==> src/rtl/load_store_unit.sv <==
// RV32I memory-access stage: one data-memory transaction per request.
// Byte lanes, load extension, misalignment/illegal checks and bus timeout.
module load_store_unit #(
  parameter int WIDTH   = 32,
  parameter int TIMEOUT = 16
) (
  input  logic             clk,
  input  logic             reset,
  input  logic             start,
  input  logic             is_store,
  input  logic [2:0]       funct3,
  input  logic [WIDTH-1:0] addr,
  input  logic [WIDTH-1:0] wdata,
  output logic             busy,
  output logic             done,
  output logic [WIDTH-1:0] rdata,
  output logic             misaligned,
  output logic             illegal,
  output logic             bus_err,
  output logic             mem_req,
  output logic             mem_we,
  output logic [WIDTH-1:0] mem_addr,
  output logic [3:0]       mem_be,
  output logic [WIDTH-1:0] mem_wdata,
  input  logic             mem_ready,
  input  logic [WIDTH-1:0] mem_rdata
);

  localparam int CW = $clog2(TIMEOUT + 1);
  localparam logic [CW-1:0] LAST = CW'(TIMEOUT - 1);

  typedef enum logic [1:0] {
    IDLE,
    ACCESS,
    FINISH
  } state_t;

  state_t         state;
  logic           st_q;
  logic [2:0]     f3_q;
  logic [1:0]     lo_q;
  logic [CW-1:0]  cnt;

  logic             req_ill;
  logic             req_mis;
  logic [3:0]       req_be;
  logic [WIDTH-1:0] req_wd;
  logic [WIDTH-1:0] shf;
  logic [WIDTH-1:0] ext;

  always_comb begin
    req_mis = 1'b0;
    req_be  = 4'b1111;
    req_wd  = wdata;
    if (is_store)
      req_ill = !(funct3 inside {3'b000, 3'b001, 3'b010});
    else
      req_ill = funct3 inside {3'b011, 3'b110, 3'b111};
    case (funct3[1:0])
      2'b00: begin
        req_be = 4'b0001 << addr[1:0];
        req_wd = {4{wdata[7:0]}};
      end
      2'b01: begin
        req_be  = 4'b0011 << {addr[1], 1'b0};
        req_wd  = {2{wdata[15:0]}};
        req_mis = addr[0];
      end
      default: begin
        req_mis = addr[1:0] != 2'b00;
      end
    endcase
    req_mis = req_mis & !req_ill;
  end

  // Lane select is a right shift by the byte offset of the access.
  always_comb begin
    shf = mem_rdata >> {lo_q, 3'b000};
    case (f3_q)
      3'b000:  ext = {{24{shf[7]}}, shf[7:0]};
      3'b100:  ext = {24'b0, shf[7:0]};
      3'b001:  ext = {{16{shf[15]}}, shf[15:0]};
      3'b101:  ext = {16'b0, shf[15:0]};
      default: ext = mem_rdata;
    endcase
  end

  always_ff @(posedge clk or negedge reset) begin
    if (!reset) begin
      state      <= IDLE;
      st_q       <= 1'b0;
      f3_q       <= '0;
      lo_q       <= '0;
      cnt        <= '0;
      busy       <= 1'b0;
      done       <= 1'b0;
      rdata      <= '0;
      misaligned <= 1'b0;
      illegal    <= 1'b0;
      bus_err    <= 1'b0;
      mem_req    <= 1'b0;
      mem_we     <= 1'b0;
      mem_addr   <= '0;
      mem_be     <= 4'b0000;
      mem_wdata  <= '0;
    end else begin
      done <= 1'b0;
      unique case (state)
        IDLE: begin
          if (start) begin
            st_q <= is_store;
            f3_q <= funct3;
            lo_q <= addr[1:0];
            busy <= 1'b1;
            cnt  <= '0;
            if (req_ill || req_mis) begin
              illegal    <= req_ill;
              misaligned <= req_mis;
              done       <= 1'b1;
              state      <= FINISH;
            end else begin
              mem_req   <= 1'b1;
              mem_we    <= is_store;
              mem_addr  <= {addr[WIDTH-1:2], 2'b00};
              mem_be    <= req_be;
              mem_wdata <= req_wd;
              state     <= ACCESS;
            end
          end
        end
        ACCESS: begin
          cnt <= cnt + 1'b1;
          // mem_ready wins over a timeout on the same cycle.
          if (mem_ready || cnt == LAST) begin
            if (mem_ready && !st_q)
              rdata <= ext;
            bus_err <= !mem_ready;
            mem_req <= 1'b0;
            mem_we  <= 1'b0;
            mem_be  <= 4'b0000;
            done    <= 1'b1;
            state   <= FINISH;
          end
        end
        FINISH: begin
          busy       <= 1'b0;
          misaligned <= 1'b0;
          illegal    <= 1'b0;
          bus_err    <= 1'b0;
          state      <= IDLE;
        end
        default: state <= IDLE;
      endcase
    end
  end

endmodule

==> config.mk <==
export PLATFORM = sky130hd
export DESIGN_NAME = load_store_unit
export DESIGN_NICKNAME = d
export VERILOG_FILES = /design/src/rtl/load_store_unit.sv
export SDC_FILE = /design/constraint.sdc
export NUM_CORES = 1
export LEC_CHECK = 0
export ABC_AREA = 1
export ABC_CLOCK_PERIOD_IN_PS = 2400
export BUFFER_PORTS_ARGS = -buffer_cell sky130_fd_sc_hd__buf_2
export CAP_MARGIN = 10
export CELL_PAD_IN_SITES_DETAIL_PLACEMENT = 0
export CELL_PAD_IN_SITES_GLOBAL_PLACEMENT = 1
export CORE_MARGIN = 2
export CORE_UTILIZATION = 35
export DETAILED_ROUTE_END_ITERATION = 10
export GPL_TIMING_DRIVEN = 0
export PLACE_DENSITY = 0.91
export RECOVER_POWER = 50
export SYNTH_ARGS = -nofsm -noshare
export SYNTH_HDL_FRONTEND = slang
export SYNTH_SLANG_ARGS = --single-unit
==> constraint.sdc <==
create_clock -name clk -period 2.4 [get_ports clk]
set_clock_uncertainty 0.1 [all_clocks]
set_input_delay 0.36 -clock clk [delete_from_list [all_inputs] [get_ports clk]]
set_output_delay 0.36 -clock clk [all_outputs]
set_load 0.05 [all_outputs]
==> results.ini <==
[critical_path]
rrSetupSlack_ps=240
arrival_ps=2350
slowest_stage=o21ai_1
slowest_delay_ps=580
cpMostUsedCell=nand2_1
path_class=reg -> reg
critPathLaunchType=flip-flop
critPathBufInv=0
cp_data_required_time_ps=2590
worstSetupEndpointType=flip-flop
worstPathCellList=ha_1 > nand2_1 > nor2_1 > ha_1 > o21ai_1 > nand2_1 > nand2_1 > nand2_1
r2r_start=cnt[0]
ff2ff_path_depth=8
cp_top_family=compound AO/OA/AOI/OAI gates
r2r_end=mem_be[0]
path_max_fanout=10

[placed_design]
dp_slack_ps=237.5
dpl.cell_count=1190
portBuffers=206
placed_cell_area_um2=7171
gp_congestion=0.8633
hpwlAfterDp_mm=13.01

[power]
peakVddDrop_uv=870.0
p_per_area_nw_per_um2=1401
leakagePower_nw=4.272

[layout]
fillers=1723
fin_cells=1224
final-seq-area_um2=2953
finish.utilization=0.4712
layout-drive-gt1-share=0.2535
multi_input_area_um2=2342
design_area_um2=7731
fin_nets=1096
area_growth_pct=32.68

[logic_synthesis]
ys_seq_elements=118
seq_area_frac_synth=0.5068
syn_area_um2=5827
avgSynthCellArea_um2=7.647
ys_types=27
ys_warn_count=0
synth_cells=762

[min_path]
worstHoldStart=addr[29]
holdPathStages=3
worst_hold_path_type=in -> reg
hold_end=mem_addr[29]

[grt]
antenna_found_initial=2
track_usage=0.1983
grt_pass1_wl_mm=27.77
top_usage_layer=met2
gr-usage-met3=0.07510
grt_max_degree=96
grt_util_met1=0.2427
grt_overflow=0
grt_pass1_vias=5595
grtUsageMet2=0.3195

[sta]
setup_ws_ps=244.4
setup-tns-final_ps=0
slew_headroom=0.04342
hold_viol_final=0
slew_viol_final=0
setup_violations=0
tightest_slew_ps=1435
fmax_mhz=463.9
rsz0062_at_grt=false
finalCriticalPeriod_ps=2156
period_share=0.8982

[routing]
wl_per_cell_um=14.25
dr.pass1.iters=5
vias=5695
drt_iter0_markers=306
drc_errors=0
route.final.wire_length_mm=17.44
antenna_left=0
routed_via_density=4.653

[clock_tree]
cts_made_buffers=17
cts-htree-levels=4
cts_max_path_buffers=2
cts_num_sinks=118
clk_latency_ps=410
post-cts-setup-buffer-count=0
path_clk_slew_ps=60
ctsResizeCount=0
cts-root-buf=clkbuf_16
cts_tree=built

[floorplan]
die_w_um=133.0
pin_count=211
initial_utilization=0.3551
die_height_um=133.0
fp.dieArea_um2=17700
rows=47
core_area_um2=16410

[run]
cap_violations=0

[outcome]
status=finished clean

worst reg2reg max path, delay by kind of cell (launching register included):
kind | cells | cell delay [ps]
and+or+nand+nor | 5 | 550
AOI/OAI and AO/OA | 1 | 580
DFF | 1 | 400
adders and majority gates | 2 | 400
cells in the final DEF, fill, tap and decap left out, drive strengths merged, types with 16 or more instances in the layout:
cell type	synthesis	layout
clkbuf	13	78
buf	30	192
a21oi	60	60
dfrtp	118	118
nand3	52	52
or2	16	16
nand2	319	319
nor2	18	18
o21ai	57	57
inv	68	71
sequential cells by signal, indices dropped and copies added (netlist names):
name / count
mem_wdata: 32
rdata: 32
mem_addr: 30
cnt: 5
mem_be: 4
f3_q: 3
lo_q: 2
state: 2
bus_err: 1
busy: 1
done: 1
illegal: 1
mem_req: 1
mem_we: 1
misaligned: 1
st_q: 1
logic make-up after synthesis:
family                   share of synthesized area
adder cells (fa/ha/maj)                   0.004294
buffers and inverters                      0.09148
XOR/XNOR                                  0.001503
other                                    0.0006436
AND/OR/NAND/NOR                             0.2854
AO/OA/AOI/OAI                               0.1099
flip-flops                                  0.5068
synthesized netlist by cell type:
library cell  number  area share
nor2_2             1      0.0011
o21ai_2            5      0.0075
clkinv_1           1     0.00064
buf_1              1     0.00064
or2_2             16       0.017
xor2_1             1      0.0015
nand3_1           52       0.045
a22o_1             1      0.0015
conb_1             1     0.00064
nor2_4             3      0.0058
nand2_2            3      0.0032
dfrtp_1          118        0.51
inv_2              8      0.0052
buf_2             12       0.010
inv_1             60       0.039
buf_6              9       0.017
nor3_1             1     0.00086
nor2_1            14      0.0090
ha_1               2      0.0043
o31ai_1            2      0.0026
a21oi_1           60       0.052
o21ai_1           12       0.010
o21ai_0           40       0.034
nand2_1          316        0.20
buf_4              8       0.010
clkbuf_1          13      0.0084
o22ai_1            2      0.0021
stage by stage:
step | hold slack (ps) | power, W
detailed placement | 134.0 | 0.008273
finish | 42.74 | 0.01083
global placement | 348.5 | 0.008209
global route | 32.23 | 0.01142
CTS | 28.85 | 0.01100
floorplan | -35.59 | 0.006946
how the worst max path moves through the flow:
stage | start | endpoint | depth (start not counted)
after detailed placement | cnt[0] | mem_be[0] | 8
after CTS | cnt[0] | mem_be[0] | 8
final | cnt[0] | mem_be[0] | 8
after global placement | reset | mem_wdata[9] | 1
after global routing | cnt[0] | mem_be[3] | 8
after floorplan | cnt[0] | mem_be[0] | 8
layout make-up:
cell class                 instances  share of cell area
timing repair buffer             208              0.1309
tap                              220             0.03560
antenna                            2           0.0006474
inverter                          69             0.03350
multi-input combinational        533              0.3030
clock buffer                      20             0.05648
buffer                            43             0.03544
sequential                       118              0.3819
clock inverter                    11             0.02250
layer usage:
layer	vias to the layer above	wire length, µm
met5	-	0
met4	0	374
met3	26	1741
met2	243	7982
met1	2584	7346
li1	2842	-
what timing repair did:
action,CTS,global route
hold endpoints to repair,23,0
endpoints found under the setup margin,0,0
hold buffers,1,0
power breakdown:
part | total, W | switching (W) | internal [W] | leakage, nW
logic | 0.00501 | 0.00391 | 0.00110 | 2.51
clock network | 0.00269 | 0.000946 | 0.00174 | 0.288
registers | 0.00314 | 0.000403 | 0.00274 | 1.47
total | 0.0108 | 0.00526 | 0.00557 | 4.27
Note: power is estimated with default switching activity, not from simulation.
